===== src/rtl/fb_pkg.sv =====
// Shared framebuffer geometry, register map and fill FSM encoding for the
// 160x120 RGB332 framebuffer and the blocks that write into it.
package fb_pkg;

    localparam int FB_WIDTH  = 160;
    localparam int FB_HEIGHT = 120;
    localparam int FB_SIZE   = FB_WIDTH * FB_HEIGHT;

    localparam logic [2:0] REG_X0    = 3'd0;
    localparam logic [2:0] REG_Y0    = 3'd1;
    localparam logic [2:0] REG_W     = 3'd2;
    localparam logic [2:0] REG_H     = 3'd3;
    localparam logic [2:0] REG_COLOR = 3'd4;
    localparam logic [2:0] REG_CTRL  = 3'd5;

    localparam int CTRL_START = 0;
    localparam int CTRL_CLEAR = 1;
    localparam int CTRL_BUSY  = 0;
    localparam int CTRL_DONE  = 1;

    typedef enum logic [1:0] {
        ST_IDLE,
        ST_SETUP,
        ST_FILL,
        ST_FINISH
    } fill_state_e;

    function automatic logic [8:0] clip_end(input logic [8:0] sum, input logic [8:0] limit);
        return (sum > limit) ? limit : sum;
    endfunction

endpackage


===== src/rtl/fb_rect_walker.sv =====
// Pixel walker for the rectangle fill: holds the working rectangle, clips it
// to the framebuffer and steps x/y/row_base/address one pixel per advance.
module fb_rect_walker
    import fb_pkg::*;
#(
    parameter int FB_WIDTH  = fb_pkg::FB_WIDTH,
    parameter int FB_HEIGHT = fb_pkg::FB_HEIGHT,
    parameter int ADDR_W    = 15
) (
    input  logic              I_wb_clk,
    input  logic              I_wb_rst,
    input  logic              I_load,
    input  logic [7:0]        I_x0,
    input  logic [7:0]        I_y0,
    input  logic [7:0]        I_w,
    input  logic [7:0]        I_h,
    input  logic              I_setup,
    input  logic              I_advance,
    output logic              O_empty,
    output logic              O_last,
    output logic [ADDR_W-1:0] O_adr
);

    localparam logic [8:0]        FBW9     = 9'(FB_WIDTH);
    localparam logic [8:0]        FBH9     = 9'(FB_HEIGHT);
    localparam logic [ADDR_W-1:0] ROW_STEP = ADDR_W'(FB_WIDTH);

    logic [7:0]        x0_q, x0_d, y0_q, y0_d, w_q, w_d, h_q, h_d;
    logic [8:0]        x_end_q, x_end_d, y_end_q, y_end_d;
    logic [8:0]        x_q, x_d, y_q, y_d;
    logic [ADDR_W-1:0] row_base_q, row_base_d, adr_q, adr_d;
    logic [ADDR_W-1:0] x0_a, y0_a, first_row;
    logic              row_end;

    assign x0_a = ADDR_W'(x0_q);
    assign y0_a = ADDR_W'(y0_q);
    // Y0*160 as a shift-add; any other width falls back to a constant multiply.
    assign first_row = (FB_WIDTH == 160) ? (y0_a << 7) + (y0_a << 5) : y0_a * ROW_STEP;

    assign row_end = (x_q + 9'd1) == x_end_q;
    assign O_last  = row_end && ((y_q + 9'd1) == y_end_q);
    assign O_empty = (w_q == 8'd0) || (h_q == 8'd0) ||
                     ({1'b0, x0_q} >= FBW9) || ({1'b0, y0_q} >= FBH9);
    assign O_adr   = adr_q;

    always_comb begin
        // NOTE: every _d defaults to its _q before any branch, so no path can infer a latch.
        x0_d       = x0_q;
        y0_d       = y0_q;
        w_d        = w_q;
        h_d        = h_q;
        x_end_d    = x_end_q;
        y_end_d    = y_end_q;
        x_d        = x_q;
        y_d        = y_q;
        row_base_d = row_base_q;
        adr_d      = adr_q;
        if (I_load) begin
            x0_d = I_x0;
            y0_d = I_y0;
            w_d  = I_w;
            h_d  = I_h;
        end
        if (I_setup) begin
            x_end_d    = clip_end({1'b0, x0_q} + {1'b0, w_q}, FBW9);
            y_end_d    = clip_end({1'b0, y0_q} + {1'b0, h_q}, FBH9);
            x_d        = {1'b0, x0_q};
            y_d        = {1'b0, y0_q};
            row_base_d = first_row;
            adr_d      = first_row + x0_a;
        end else if (I_advance) begin
            if (row_end) begin
                x_d        = {1'b0, x0_q};
                y_d        = y_q + 9'd1;
                row_base_d = row_base_q + ROW_STEP;
                adr_d      = row_base_q + ROW_STEP + x0_a;
            end else begin
                x_d   = x_q + 9'd1;
                adr_d = adr_q + ADDR_W'(1);
            end
        end
    end

    always_ff @(posedge I_wb_clk or posedge I_wb_rst) begin
        if (I_wb_rst) begin
            x0_q       <= '0;
            y0_q       <= '0;
            w_q        <= '0;
            h_q        <= '0;
            x_end_q    <= '0;
            y_end_q    <= '0;
            x_q        <= '0;
            y_q        <= '0;
            row_base_q <= '0;
            adr_q      <= '0;
        end else begin
            // NOTE: sequential state is updated with <= only, so every flop samples pre-edge values.
            x0_q       <= x0_d;
            y0_q       <= y0_d;
            w_q        <= w_d;
            h_q        <= h_d;
            x_end_q    <= x_end_d;
            y_end_q    <= y_end_d;
            x_q        <= x_d;
            y_q        <= y_d;
            row_base_q <= row_base_d;
            adr_q      <= adr_d;
        end
    end

endmodule


===== src/rtl/wb_fb_rect_fill.sv =====
// Wishbone rectangle-fill engine: a register slave for X0/Y0/W/H/COLOR/CTRL and
// a master that writes one RGB332 pixel per ack into the framebuffer.
module wb_fb_rect_fill
    import fb_pkg::*;
#(
    parameter int FB_WIDTH  = fb_pkg::FB_WIDTH,
    parameter int FB_HEIGHT = fb_pkg::FB_HEIGHT,
    parameter int ADDR_W    = 15
) (
    input  logic              I_wb_clk,
    input  logic              I_wb_rst,
    input  logic [2:0]        I_s_adr,
    input  logic [7:0]        I_s_dat,
    input  logic              I_s_we,
    input  logic              I_s_stb,
    input  logic              I_s_cyc,
    output logic              O_s_ack,
    output logic [7:0]        O_s_dat,
    output logic [ADDR_W-1:0] O_m_adr,
    output logic [7:0]        O_m_dat,
    output logic              O_m_we,
    output logic              O_m_stb,
    output logic              O_m_cyc,
    input  logic              I_m_ack,
    output logic              O_busy,
    output logic              O_done
);

    logic [7:0]  x0_q, x0_d, y0_q, y0_d, w_q, w_d, h_q, h_d, color_q, color_d;
    logic        done_flag_q, done_flag_d;
    logic        s_ack_q, s_ack_d;
    logic [7:0]  s_dat_q, s_dat_d;
    logic [7:0]  rdata;
    logic        req, wr, ctrl_wr, start;

    fill_state_e state_q;
    logic        busy_q, done_q, m_cyc_q, m_stb_q, m_we_q;
    logic [7:0]  m_dat_q, work_color_q;
    logic        walk_empty, walk_last;

    // A request is only taken in the cycle before its ack, so a held strobe never writes twice.
    assign req     = I_s_stb & I_s_cyc & ~s_ack_q;
    assign wr      = req & I_s_we;
    assign ctrl_wr = wr && (I_s_adr == REG_CTRL);
    assign start   = ctrl_wr && I_s_dat[CTRL_START] && (state_q == ST_IDLE);

    always_comb begin
        rdata = '0;
        case (I_s_adr)
            REG_X0:    rdata = x0_q;
            REG_Y0:    rdata = y0_q;
            REG_W:     rdata = w_q;
            REG_H:     rdata = h_q;
            REG_COLOR: rdata = color_q;
            REG_CTRL: begin
                rdata[CTRL_BUSY] = busy_q;
                rdata[CTRL_DONE] = done_flag_q;
            end
            default:   rdata = '0;
        endcase
    end

    always_comb begin
        x0_d        = x0_q;
        y0_d        = y0_q;
        w_d         = w_q;
        h_d         = h_q;
        color_d     = color_q;
        done_flag_d = done_flag_q;
        s_ack_d     = req;
        s_dat_d     = req ? rdata : s_dat_q;
        if (wr) begin
            case (I_s_adr)
                REG_X0:    x0_d    = I_s_dat;
                REG_Y0:    y0_d    = I_s_dat;
                REG_W:     w_d     = I_s_dat;
                REG_H:     h_d     = I_s_dat;
                REG_COLOR: color_d = I_s_dat;
                default:   ;
            endcase
        end
        if (ctrl_wr && I_s_dat[CTRL_CLEAR]) done_flag_d = 1'b0;
        // Completion overrides a clear landing in the same cycle.
        if (state_q == ST_FINISH) done_flag_d = 1'b1;
    end

    always_ff @(posedge I_wb_clk or posedge I_wb_rst) begin
        if (I_wb_rst) begin
            x0_q        <= '0;
            y0_q        <= '0;
            w_q         <= '0;
            h_q         <= '0;
            color_q     <= '0;
            done_flag_q <= 1'b0;
            s_ack_q     <= 1'b0;
            s_dat_q     <= '0;
        end else begin
            x0_q        <= x0_d;
            y0_q        <= y0_d;
            w_q         <= w_d;
            h_q         <= h_d;
            color_q     <= color_d;
            done_flag_q <= done_flag_d;
            s_ack_q     <= s_ack_d;
            s_dat_q     <= s_dat_d;
        end
    end

    always_ff @(posedge I_wb_clk or posedge I_wb_rst) begin
        if (I_wb_rst) begin
            state_q      <= ST_IDLE;
            busy_q       <= 1'b0;
            done_q       <= 1'b0;
            m_cyc_q      <= 1'b0;
            m_stb_q      <= 1'b0;
            m_we_q       <= 1'b0;
            m_dat_q      <= '0;
            work_color_q <= '0;
        end else begin
            done_q <= (state_q == ST_FINISH);
            case (state_q)
                ST_IDLE: begin
                    if (start) begin
                        state_q      <= ST_SETUP;
                        busy_q       <= 1'b1;
                        work_color_q <= color_q;
                    end
                end
                ST_SETUP: begin
                    if (walk_empty) begin
                        state_q <= ST_FINISH;
                    end else begin
                        state_q <= ST_FILL;
                        m_cyc_q <= 1'b1;
                        m_stb_q <= 1'b1;
                        m_we_q  <= 1'b1;
                        m_dat_q <= work_color_q;
                    end
                end
                ST_FILL: begin
                    if (I_m_ack && walk_last) begin
                        state_q <= ST_FINISH;
                        m_cyc_q <= 1'b0;
                        m_stb_q <= 1'b0;
                        m_we_q  <= 1'b0;
                    end
                end
                ST_FINISH: begin
                    state_q <= ST_IDLE;
                    busy_q  <= 1'b0;
                end
                default: state_q <= ST_IDLE;
            endcase
        end
    end

    fb_rect_walker #(
        .FB_WIDTH (FB_WIDTH),
        .FB_HEIGHT(FB_HEIGHT),
        .ADDR_W   (ADDR_W)
    ) u_walker (
        .I_wb_clk (I_wb_clk),
        .I_wb_rst (I_wb_rst),
        .I_load   (start),
        .I_x0     (x0_q),
        .I_y0     (y0_q),
        .I_w      (w_q),
        .I_h      (h_q),
        .I_setup  (state_q == ST_SETUP),
        .I_advance((state_q == ST_FILL) && I_m_ack && !walk_last),
        .O_empty  (walk_empty),
        .O_last   (walk_last),
        .O_adr    (O_m_adr)
    );

    assign O_s_ack = s_ack_q;
    assign O_s_dat = s_dat_q;
    assign O_m_dat = m_dat_q;
    assign O_m_we  = m_we_q;
    assign O_m_stb = m_stb_q;
    assign O_m_cyc = m_cyc_q;
    assign O_busy  = busy_q;
    assign O_done  = done_q;

endmodule


===== config.mk =====
export PLATFORM = sky130hd
export DESIGN_NAME = wb_fb_rect_fill
export DESIGN_NICKNAME = d
export VERILOG_FILES = /design/src/rtl/fb_pkg.sv /design/src/rtl/fb_rect_walker.sv /design/src/rtl/wb_fb_rect_fill.sv
export SDC_FILE = /design/constraint.sdc
export NUM_CORES = 1
export LEC_CHECK = 0
export ABC_AREA = 1
export BUFFER_PORTS_ARGS = -buffer_cell sky130_fd_sc_hd__buf_4
export CAP_MARGIN = 10
export CELL_PAD_IN_SITES_DETAIL_PLACEMENT = 1
export CELL_PAD_IN_SITES_GLOBAL_PLACEMENT = 1
export CORE_AREA = 2 2 151 153
export CTS_BUF_LIST = sky130_fd_sc_hd__clkbuf_4 sky130_fd_sc_hd__clkbuf_8 sky130_fd_sc_hd__clkbuf_16
export DETAILED_ROUTE_END_ITERATION = 10
export DIE_AREA = 0 0 153 155
export PLACE_DENSITY_LB_ADDON = 0.05
export SYNTH_ARGS = -nofsm -noshare
export SYNTH_HDL_FRONTEND = slang
export SYNTH_SLANG_ARGS = --single-unit

===== constraint.sdc =====
create_clock -name I_wb_clk -period 6.2 [get_ports I_wb_clk]
set_input_delay 0.93 -clock I_wb_clk [delete_from_list [all_inputs] [get_ports I_wb_clk]]
set_output_delay 0.93 -clock I_wb_clk [all_outputs]
set_load 0.1 [all_outputs]

==> flow_summary.yaml <==
status:
  status: "completed"
min_path:
  hold_class: "flop to flop"
pwr:
  power.share.clock_pct: 23.8
  p_comb_share_pct: 43.6
  peakVddDrop_mv: 0.2121
  power_w: 0.004749
  sw_frac_of_total_pct: 48.32
  p_per_area_mw_per_mm2: 424.7
  internal-power_w: 0.002454
  switching_power_w: 0.002294
  power_frac_seq_pct: 32.6
  leakagePower_nw: 5.614
synth:
  synth_cells: 1311
  synth_async_sr_flop_share_pct: 100.0
  synth_seq_cells: 164
  yosysWarnings: 0
  synthFlopType: "dfrtp_1"
  syn-cell-area_mm2: 0.009990
  ys_seq_area_share_pct: 41.08
  synthDistinctLibCells: 47
  syn_nets: 1370
  synth_edf_count: 0
  avgSynthCellArea_um2: 7.620
clock_tree:
  cts_setup_buffers: 0
  cts_buffers: 17
  cts_hold_buf: 0
  path_clk_slew_ns: 0.08
  cts_buffer_depth: 2
  cts_root_buffer: "clkbuf_16"
  clk_latency_ns: 0.44
  ctsResizeCount: 0
  htreeDepth: 4
  cts_tree: "done"
  cts.sinks: 164
critical_path:
  worst_setup_path_end_kind: "flop"
  cp.arrival_ns: 3.34
  crit_fanout: 51
  critPathKind: "flop to flop"
  required_ns: 6.50
  cp-start-kind: "flop"
cells_and_area:
  nets: 1406
  layout_common_cells: "nand2_1 (407), dfrtp_1 (164), inv_1 (137)"
  postLayoutCoreUtil_pct: 50.30
  area_delta_synth_final_pct: 11.92
  n_antenna_cell: 0
  drive_gt1_share_pct: 10.96
  layout_commonest_cell: "nand2_1"
  final_area_mm2: 0.01118
global_routing:
  grt_pass1_vias: 8986
  grt-ovfl-total: 0
  grt_pass1_wl_um: 47740
  grt_max_degree: 70
  grt_use_total_pct: 25.17
  antenna_found_initial: 0
placement:
  dp_hpwl_um: 21230
  place_area_mm2: 0.01055
  place_congestion: 0.8140
  numPortBuffers: 53
  post-place-ws_ns: 2.945
routing:
  wl_per_cell_um: 17.33
  dr.pass1.iters: 4
  drt_iter0_drc: 401
  ant_nets: 0
  drc: 0
  viasPerCell: 5.367
  vias: 8828
  routed_wl_um: 28510
timing:
  setup_ws_ns: 3.167
  maxSlewHeadroom_pct: 33.77
  drv_slew: 0
  setup_viol: 0
  hold_viol: 0
  skew_ns: 0.01304
  worst_pin_slew_ns: 0.9899
  rsz0062_at_grt: "false"
  fmax_mhz: 329.7
  setup_tns_ns: 0
  finalCritPeriodShare_pct: 48.92
  period_needed_ns: 3.033
floorplan:
  top_level_ports: 54
  die_y_um: 155
  die_x_um: 153
  start_util_pct: 44.94
  core-area_mm2: 0.02223
  rows: 55
  dieArea_mm2: 0.02372
run:
  cap_violations: 0
[power groups by stage]
stage	Sequential, W	Combinational (W)	Clock (W)
6_report	0.00155	0.00207	0.00113
5_1_grt	0.00159	0.00229	0.00120
4_1_cts	0.00155	0.00209	0.00115
3_5_place_dp	0.00157	0.00208	0
3_3_place_gp	0.00156	0.00204	0
2_1_floorplan	0.00190	0.00126	0
[cells in the mapped netlist (2+ instances only)]
cell type    n  area, um^2
clkbuf_1    26       97.59
a211oi_1     2       15.01
nand3_1    133       665.6
nor2_1      60       225.2
a31oi_1      2       12.51
nand2_2      6       37.54
mux2_2      21       236.5
xnor2_1     17       148.9
o211ai_1     4       30.03
or2_2        3       18.77
o21ai_2      7       61.31
xor2_1      23       201.4
ha_1        38       475.5
dfrtp_1    164        4104
o21ai_0    130       650.6
inv_2        3       11.26
nor4_1       4       25.02
inv_1      138       518.0
nand3b_1     3       22.52
o22ai_1      7       43.79
nor3_2       2       20.02
buf_4        5       37.54
a221oi_1     2       17.52
nor2_4       3       33.78
nor2_2       4       25.02
o21ai_1      4       20.02
nand2_1    407        1528
nand4_1     21       131.4
o221ai_1     2       17.52
a21oi_1     25       125.1
nor3_1       7       35.03
buf_6       10       112.6
o21bai_1     5       37.54
a22oi_1      5       37.54
fa_1         4       80.08
nand2_4      3       33.78
[state kept, by name, indices dropped and copies added, names as in the netlist, 2 cells and up]
register and flops:
u_walker.x_q 9, u_walker.O_adr 15, u_walker.x0_q 8, work_color_q 8, u_walker.row_base_q 10, O_m_dat 8, u_walker.y_q 9, h_q 8
u_walker.w_q 8, u_walker.y0_q 8, O_s_dat 8, u_walker.x_end_q 9, u_walker.y_end_q 9, u_walker.h_q 8, y0_q 8, color_q 8
w_q 8, state_q 2, x0_q 8
[area by class of cell]
cell class	count	area (um^2)
multi-input cells	963	5109
well taps	285	356.6
clock inverters	15	205.2
clock buffers	17	425.4
repair buffers	59	442.9
inverters	142	538.0
fillers	2792	11050
flip-flops and latches	164	4104
[metal layers]
layer	track usage, %	routed length [um]	vias to the layer above
li1	-	-	4365
met1	33.36	13430	4309
met2	43.67	14010	114
met3	3.120	515	40
met4	7.099	550	0
met5	0	0	-
[critical path, cell delays in order, from the launching register on]
cell	delay, ns
dfrtp_1	0.47
ha_1	0.33
nand3_1	0.14
inv_1	0.12
nand3_1	0.10
nand2_1	0.11
nand2_1	0.09
nand2_4	0.14
nand3_2	0.11
nor2_4	0.29
nand2_2	0.14
nand2_4	0.19
nand2_4	0.38
nand2_1	0.21
o21ai_2	0.07
[per-stage QoR]
step           instances  hold WS (ns)
3_3_place_gp        1613        0.4671
6_report            1645        0.4898
4_1_cts             1645        0.4918
2_1_floorplan       1311        0.4476
5_1_grt             1645        0.5205
3_5_place_dp        1613        0.4733
[worst paths after layout]
path                                                  start                            endpoint  slack, ns  cells past startpoint
worst max-delay path            u_walker.x_q[0]$_DFFE_PP0P_         u_walker.x_q[3]$_DFFE_PP0P_       3.17                     14
worst min-delay path            work_color_q[3]$_DFFE_PP0P_         work_color_q[3]$_DFFE_PP0P_       0.49                      2
worst max register to register  u_walker.x_q[0]$_DFFE_PP0P_         u_walker.x_q[3]$_DFFE_PP0P_       3.17                     14
worst min register to register  work_color_q[3]$_DFFE_PP0P_         work_color_q[3]$_DFFE_PP0P_       0.49                      2
max in group asynchronous                          I_wb_rst  u_walker.row_base_q[9]$_DFFE_PP0P_       4.50                      3
min in group asynchronous                          I_wb_rst                 x0_q[4]$_DFFE_PP0P_       0.57                      2
[logic make-up (layout without fill, tap and decap cells)]
logic type	count (synthesis)	count (layout)	share of synthesized area, %
DFF	164	164	41.08
and+or+nand+nor	660	660	28.44
adders and majority gates	42	42	5.561
other	1	1	0.03754
buffers and inverters	184	233	7.853
muxes	21	21	2.367
AOI/OAI and AO/OA	199	199	11.15
xor gates and xnor gates	40	40	3.507
No activity file was read; power rests on OpenSTA's default activity.
